--- config.mk ---
export PLATFORM = sky130hd
export DESIGN_NAME = icache_refill_flat
export DESIGN_NICKNAME = d
export VERILOG_FILES = /design/src/rtl/icache_refill_if.sv /design/src/rtl/icache_refill.sv /design/src/flat_wrapper.sv
export SDC_FILE = /design/constraint.sdc
export NUM_CORES = 1
export LEC_CHECK = 0
export CORE_UTILIZATION = 33
export CTS_CLUSTER_SIZE = 12
export DETAILED_ROUTE_END_ITERATION = 16
export MAX_ROUTING_LAYER = met4
export PLACE_DENSITY = 0.86
export SYNTH_ARGS = -nofsm -noshare
export SYNTH_HDL_FRONTEND = slang
export SYNTH_SLANG_ARGS = --single-unit
--- constraint.sdc ---
create_clock -name clk -period 2.03 [get_ports clk]
set_input_delay 0.609 -clock clk [delete_from_list [all_inputs] [get_ports clk]]
set_output_delay 0.609 -clock clk [all_outputs]
set_load 0.03 [all_outputs]
--- src/rtl/icache_refill_if.sv ---
// rtl/icache_refill_if.sv - miss, memory-port and cache-array write signals of the line-fill engine
interface icache_refill_if #(
    parameter int TAG_WIDTH    = 20,
    parameter int INDEX_WIDTH  = 7,
    parameter int OFFSET_WIDTH = 5
);
    logic                    miss_req;
    logic [31:0]             miss_addr;
    logic                    miss_ready;
    logic                    refill_done;
    logic                    mem_req_valid;
    logic [31:0]             mem_req_addr;
    logic                    mem_req_ready;
    logic                    mem_rsp_valid;
    logic [31:0]             mem_rsp_data;
    logic                    data_we;
    logic [INDEX_WIDTH-1:0]  data_index;
    logic [OFFSET_WIDTH-1:0] data_offset;
    logic [31:0]             data_wdata;
    logic                    tag_we;
    logic [TAG_WIDTH-1:0]    tag_wdata;
    logic                    valid_we;
    logic                    valid_wdata;

    modport master (
        input  miss_req, miss_addr, mem_req_ready, mem_rsp_valid, mem_rsp_data,
        output miss_ready, refill_done, mem_req_valid, mem_req_addr,
               data_we, data_index, data_offset, data_wdata,
               tag_we, tag_wdata, valid_we, valid_wdata
    );

    modport slave (
        output miss_req, miss_addr, mem_req_ready, mem_rsp_valid, mem_rsp_data,
        input  miss_ready, refill_done, mem_req_valid, mem_req_addr,
               data_we, data_index, data_offset, data_wdata,
               tag_we, tag_wdata, valid_we, valid_wdata
    );
endinterface

--- src/rtl/icache_refill.sv ---
// rtl/icache_refill.sv - icache line-fill engine; ICACHE_CRITICAL_WORD_FIRST_EN enables critical-word-first fetch
module icache_refill #(
    parameter int TAG_WIDTH    = 20,
    parameter int INDEX_WIDTH  = 7,
    parameter int OFFSET_WIDTH = 5
) (
    input  logic            clk,
    input  logic            reset,
    icache_refill_if.master bus
);
    localparam int WORD_BITS  = OFFSET_WIDTH - 2;
    localparam int COUNT_BITS = WORD_BITS + 1;
    localparam int WORDS      = 1 << WORD_BITS;

    typedef enum logic [2:0] {IDLE, INVAL, REQ, WAIT, COMMIT} state_t;

    state_t                 state_q, state_d;
    logic [TAG_WIDTH-1:0]   tag_q;
    logic [INDEX_WIDTH-1:0] index_q;
    logic [WORD_BITS-1:0]   word_q;
    logic [WORD_BITS-1:0]   start_word;
    logic [COUNT_BITS-1:0]  count_q;
    logic                   rsp_fire;

    // A response only counts while a request is outstanding
    assign rsp_fire = (state_q == WAIT) && bus.mem_rsp_valid;

`ifdef ICACHE_CRITICAL_WORD_FIRST_EN
    logic unused_byte_sel;
    assign start_word      = bus.miss_addr[OFFSET_WIDTH-1:2];
    assign unused_byte_sel = ^bus.miss_addr[1:0];
`else
    logic unused_offset;
    assign start_word    = '0;
    assign unused_offset = ^bus.miss_addr[OFFSET_WIDTH-1:0];
`endif

    assign bus.data_index = index_q;

    // State register; reset abandons any refill in progress
    always_ff @(posedge clk or negedge reset) begin
        if (!reset) begin
            state_q <= IDLE;
        end else begin
            state_q <= state_d;
        end
    end

    // Latch the missing line on acceptance, advance word/count per response
    always_ff @(posedge clk or negedge reset) begin
        if (!reset) begin
            tag_q   <= '0;
            index_q <= '0;
            word_q  <= '0;
            count_q <= '0;
        end else if (state_q == IDLE && bus.miss_req) begin
            tag_q   <= bus.miss_addr[31 -: TAG_WIDTH];
            index_q <= bus.miss_addr[OFFSET_WIDTH +: INDEX_WIDTH];
            word_q  <= start_word;
            count_q <= '0;
        end else if (rsp_fire) begin
            word_q  <= word_q + 1'b1;
            count_q <= count_q + 1'b1;
        end
    end

    // Next state and all port outputs; buses stay zero outside their active state
    always_comb begin
        state_d           = state_q;
        bus.miss_ready    = 1'b0;
        bus.refill_done   = 1'b0;
        bus.mem_req_valid = 1'b0;
        bus.mem_req_addr  = '0;
        bus.data_we       = 1'b0;
        bus.data_offset   = '0;
        bus.data_wdata    = '0;
        bus.tag_we        = 1'b0;
        bus.tag_wdata     = '0;
        bus.valid_we      = 1'b0;
        bus.valid_wdata   = 1'b0;
        case (state_q)
            IDLE: begin
                bus.miss_ready = 1'b1;
                if (bus.miss_req) begin
                    state_d = INVAL;
                end
            end
            INVAL: begin
                bus.valid_we = 1'b1;
                state_d      = REQ;
            end
            REQ: begin
                bus.mem_req_valid = 1'b1;
                bus.mem_req_addr  = {tag_q, index_q, word_q, 2'b00};
                if (bus.mem_req_ready) begin
                    state_d = WAIT;
                end
            end
            WAIT: begin
                if (bus.mem_rsp_valid) begin
                    bus.data_we     = 1'b1;
                    bus.data_offset = {word_q, 2'b00};
                    bus.data_wdata  = bus.mem_rsp_data;
                    state_d = (count_q == COUNT_BITS'(WORDS - 1)) ? COMMIT : REQ;
                end
            end
            COMMIT: begin
                bus.tag_we      = 1'b1;
                bus.tag_wdata   = tag_q;
                bus.valid_we    = 1'b1;
                bus.valid_wdata = 1'b1;
                bus.refill_done = 1'b1;
                state_d         = IDLE;
            end
            default: state_d = IDLE;
        endcase
    end
endmodule

--- src/flat_wrapper.sv ---
// flat-port wrapper written by rule: the top's interface ports become plain ports
module icache_refill_flat 
#(
    parameter int TAG_WIDTH    = 20,
    parameter int INDEX_WIDTH  = 7,
    parameter int OFFSET_WIDTH = 5
)
  (clk, reset, bus_miss_req, bus_miss_addr, bus_mem_req_ready, bus_mem_rsp_valid, bus_mem_rsp_data, bus_miss_ready, bus_refill_done, bus_mem_req_valid, bus_mem_req_addr, bus_data_we, bus_data_index, bus_data_offset, bus_data_wdata, bus_tag_we, bus_tag_wdata, bus_valid_we, bus_valid_wdata);
  icache_refill_if #(.TAG_WIDTH(TAG_WIDTH), .INDEX_WIDTH(INDEX_WIDTH), .OFFSET_WIDTH(OFFSET_WIDTH)) bus_i ();
  input  logic clk;
  input  logic reset;
  input wire logic [$bits(bus_i.miss_req)-1:0] bus_miss_req;
  input wire logic [$bits(bus_i.miss_addr)-1:0] bus_miss_addr;
  input wire logic [$bits(bus_i.mem_req_ready)-1:0] bus_mem_req_ready;
  input wire logic [$bits(bus_i.mem_rsp_valid)-1:0] bus_mem_rsp_valid;
  input wire logic [$bits(bus_i.mem_rsp_data)-1:0] bus_mem_rsp_data;
  output wire logic [$bits(bus_i.miss_ready)-1:0] bus_miss_ready;
  output wire logic [$bits(bus_i.refill_done)-1:0] bus_refill_done;
  output wire logic [$bits(bus_i.mem_req_valid)-1:0] bus_mem_req_valid;
  output wire logic [$bits(bus_i.mem_req_addr)-1:0] bus_mem_req_addr;
  output wire logic [$bits(bus_i.data_we)-1:0] bus_data_we;
  output wire logic [$bits(bus_i.data_index)-1:0] bus_data_index;
  output wire logic [$bits(bus_i.data_offset)-1:0] bus_data_offset;
  output wire logic [$bits(bus_i.data_wdata)-1:0] bus_data_wdata;
  output wire logic [$bits(bus_i.tag_we)-1:0] bus_tag_we;
  output wire logic [$bits(bus_i.tag_wdata)-1:0] bus_tag_wdata;
  output wire logic [$bits(bus_i.valid_we)-1:0] bus_valid_we;
  output wire logic [$bits(bus_i.valid_wdata)-1:0] bus_valid_wdata;
  assign bus_i.miss_req = bus_miss_req;
  assign bus_i.miss_addr = bus_miss_addr;
  assign bus_i.mem_req_ready = bus_mem_req_ready;
  assign bus_i.mem_rsp_valid = bus_mem_rsp_valid;
  assign bus_i.mem_rsp_data = bus_mem_rsp_data;
  assign bus_miss_ready = bus_i.miss_ready;
  assign bus_refill_done = bus_i.refill_done;
  assign bus_mem_req_valid = bus_i.mem_req_valid;
  assign bus_mem_req_addr = bus_i.mem_req_addr;
  assign bus_data_we = bus_i.data_we;
  assign bus_data_index = bus_i.data_index;
  assign bus_data_offset = bus_i.data_offset;
  assign bus_data_wdata = bus_i.data_wdata;
  assign bus_tag_we = bus_i.tag_we;
  assign bus_tag_wdata = bus_i.tag_wdata;
  assign bus_valid_we = bus_i.valid_we;
  assign bus_valid_wdata = bus_i.valid_wdata;
  icache_refill #(.TAG_WIDTH(TAG_WIDTH), .INDEX_WIDTH(INDEX_WIDTH), .OFFSET_WIDTH(OFFSET_WIDTH)) u_core (.clk(clk), .reset(reset), .bus(bus_i));
endmodule
==> run_results.csv <==
group,metric,value,unit
run_status,outcome,"finished with violations",
run_status,violations,"negative setup slack",
yosys,yosys-top-cells-area,"dfrtp_1 43%, and2_1 19%, mux2_2 14%, and3_1 5.8%, buf_4 2.4%",
worst_setup_path,startpoint,"u_core.state_q[2]",
pwr,switching_share,40.5,%
worst_setup_path,critPathBufInv,3,
routing,wl_per_cell,15.9,um
flow_run,cap_violations,0,
routing,drtAntennaViolNets,0,
pwr,power.density,1460,mW/mm^2
cts,clock_latency,290,ps
yosys,synth_cells,209,
routing,firstDrtPassIters,4,
global_route,antenna_found_initial,0,
floorplan,start_util,34.3,%
final_layout,drive_gt1_share,59.0,%
yosys,synth_edf_count,0,
yosys,yosys_register_bits,37,
pwr,clkPwrFrac,9.9,%
cts,htree_levels,2,
floorplan,die_area,0.00692,mm^2
pwr,total_power,6.63,mW
yosys,synth_flop_cell,"dfrtp_1",
floorplan,die_w,83.2,um
global_route,grt_max_degree,38,
worst_setup_path,slowest_stage,"dfrtp_1",
global_route,track_usage,19.8,%
cts,path_clk_slew,70,ps
global_route,overflow,0,
floorplan,ios,172,
yosys,synth_cell_type_count,23,
timing,setup_viol,82,
routing,viasPerCell,4.78,
timing,max_freq,460,MHz
final_layout,num_antenna_cells,0,
place,place_congestion,0.744,
pwr,internal_power,3.95,mW
timing,fin_crit_sh,107,%
cts,cts_root_buffer,"clkbuf_8",
cts,postCtsHoldBufs,0,
yosys,async_flop_share,100,%
pwr,leakagePower,2.21,nW
pwr,combPwrFrac,69.3,%
timing,fin_worst_skew,7.83,ps
final_layout,fin_cells,462,
yosys,synth_area,0.00218,mm^2
worst_setup_path,r2r-start,"u_core.state_q[2]",
yosys,synth_top_area_share,42.6,%
timing,worst_slack,-145,ps
routing,drt-total-wl,7330,um
timing,period_minus_slack,2180,ps
timing,timing.final.max_slew_violations,0,
global_route,grt_pass1_vias,2227,
worst_setup_path,crit_chain,"and4b_2 > buf_6 > buf_16 > and2_4 > buf_6",
routing,route.vias.total,2207,
place,pre_cts_ws,-406,ps
timing,hold_viol,0,
worst_setup_path,max_stage_delay,410,ps
yosys,ys_top_cells_by_count,"66 x and2_1, 37 x dfrtp_1, 27 x mux2_2, 20 x and3_1, 8 x clkbuf_1",
min_path,hold_class,"in2async",
yosys,yosys_warnings,0,
pwr,switching_power,2.69,mW
worst_setup_path,startpoint_type,"flip-flop",
worst_setup_path,cpMostUsedCell,"buf_6",
worst_setup_path,crit_family,"simple AND/OR/NAND/NOR gates",
routing,drc,0,
worst_setup_path,cp_data_arrival_time,1570,ps
global_route,grt_pass1_wl,10700,um
place,portBuffers,162,
worst_setup_path,cp_max_fo,10,
routing,dr.first_iter.drc_count,81,
cts,cts_buffers,5,
cts,cts_tree,"built",
yosys,yosysMostFrequentCell,"and2_1",
timing,fin_tns_setup,-7630,ps
cts,cts_sinks,37,
yosys,synth-seq-area-share,42.6,%
final_layout,fin_nets,455,
yosys,yosysTopAreaCell,"dfrtp_1",
floorplan,core,0.00635,mm^2
final_layout,fin_util,71.6,%
final_layout,synthToLayoutAreaGrowth,109,%
worst_setup_path,crit_required,1420,ps
pwr,vdd_drop_max,1120,uV
worst_setup_path,critical_path_class,"reg2out",
worst_setup_path,endpoint_kind,"output port",
pwr,share_seq_of_total_power,20.8,%
cts,clk_path_buf_depth,2,
timing,grt_setup_unrepaired,"yes",
floorplan,die_height,83.2,um
floorplan,fp-row-count,29,
yosys,avgSynthCellArea,10.4,um^2
place,dp_hpwl,4560,um
place,dp.cells,439,
[per-stage QoR]
step	hold WS (ps)	area (um^2)
2_1_floorplan	313	2220
3_3_place_gp	473	3690
3_5_place_dp	488	3690
4_1_cts	369	4200
5_1_grt	394	4540
6_report	356	4540
[worst reg2reg max path, stage by stage, from the launching register on]
cell,delay (ps)
dfrtp_1,410
buf_4,150
buf_6,120
clkbuf_16,170
nor4b_4,280
buf_12,250
mux2_2,370
[logic make-up after synthesis]
logic type | synth area share, %
AOI/OAI and AO/OA | 1.21
xor gates and xnor gates | 1.21
adders and majority gates | 1.15
buffers and inverters | 7.02
DFF | 42.6
muxes | 15.8
other | 0.172
and+or+nand+nor | 30.9
[worst paths after layout]
kind                                       to  slack, ps  depth (start not counted)
min in group clk            u_core.state_q[2]        490                          1
setup reg to reg              u_core.tag_q[4]        160                          6
max in group asynchronous   u_core.state_q[0]       1330                          2
setup / recovery           bus_data_wdata[27]       -150                          5
hold / removal                u_core.tag_q[2]        360                          2
hold reg to reg             u_core.state_q[2]        490                          1
[power groups by stage]
stage	Clock, mW	Combinational (mW)	Sequential, mW
global route	0.705	4.83	1.43
floorplan	0	1.99	1.38
finish	0.655	4.60	1.38
CTS	0.669	3.84	1.34
global placement	0	3.25	1.33
detailed placement	0	3.31	1.35
[timing repair]
item | CTS | global route
cloned | 5 | 4
resized for setup | 85 | 84
endpoints found under the setup margin | 90 | 92
pin swaps | 8 | 18
setup buffers | 7 | 2
[final cells by class]
class | count | area [um^2]
well taps | 77 | 96.3
repair buffers | 189 | 2110
clock buffers | 7 | 86.3
clock inverters | 1 | 30.0
multi-input cells | 151 | 1300
fillers | 443 | 1810
flip-flops and latches | 37 | 927
[placed cells by master, fill, tap and decap left out, types with 5 or more instances in the layout]
master	n
clkbuf_8	6
and2_4	65
dfrtp_1	36
clkdlybuf4s50_1	68
and3_1	20
buf_12	5
nor2_1	5
mux2_2	27
buf_6	83
buf_4	22
[per-layer routing]
metal  vias to the layer above  track usage, %  part of all wire, %  wire length, um
li1                       1029               -                    -                -
met1                      1074            22.7                   40             2900
met2                        92            34.7                   53             3860
met3                        12            3.98                  6.2              455
met4                         0            5.80                  1.6              119
met5                         -               -                    0                0
[sequential cells by signal, summed over array words and instances, names as in the netlist]
name	count
u_core.tag_q	20
u_core.bus.data_index	7
u_core.count_q	4
u_core.state_q	3
u_core.word_q	3
(Power assumes the default switching activity.)
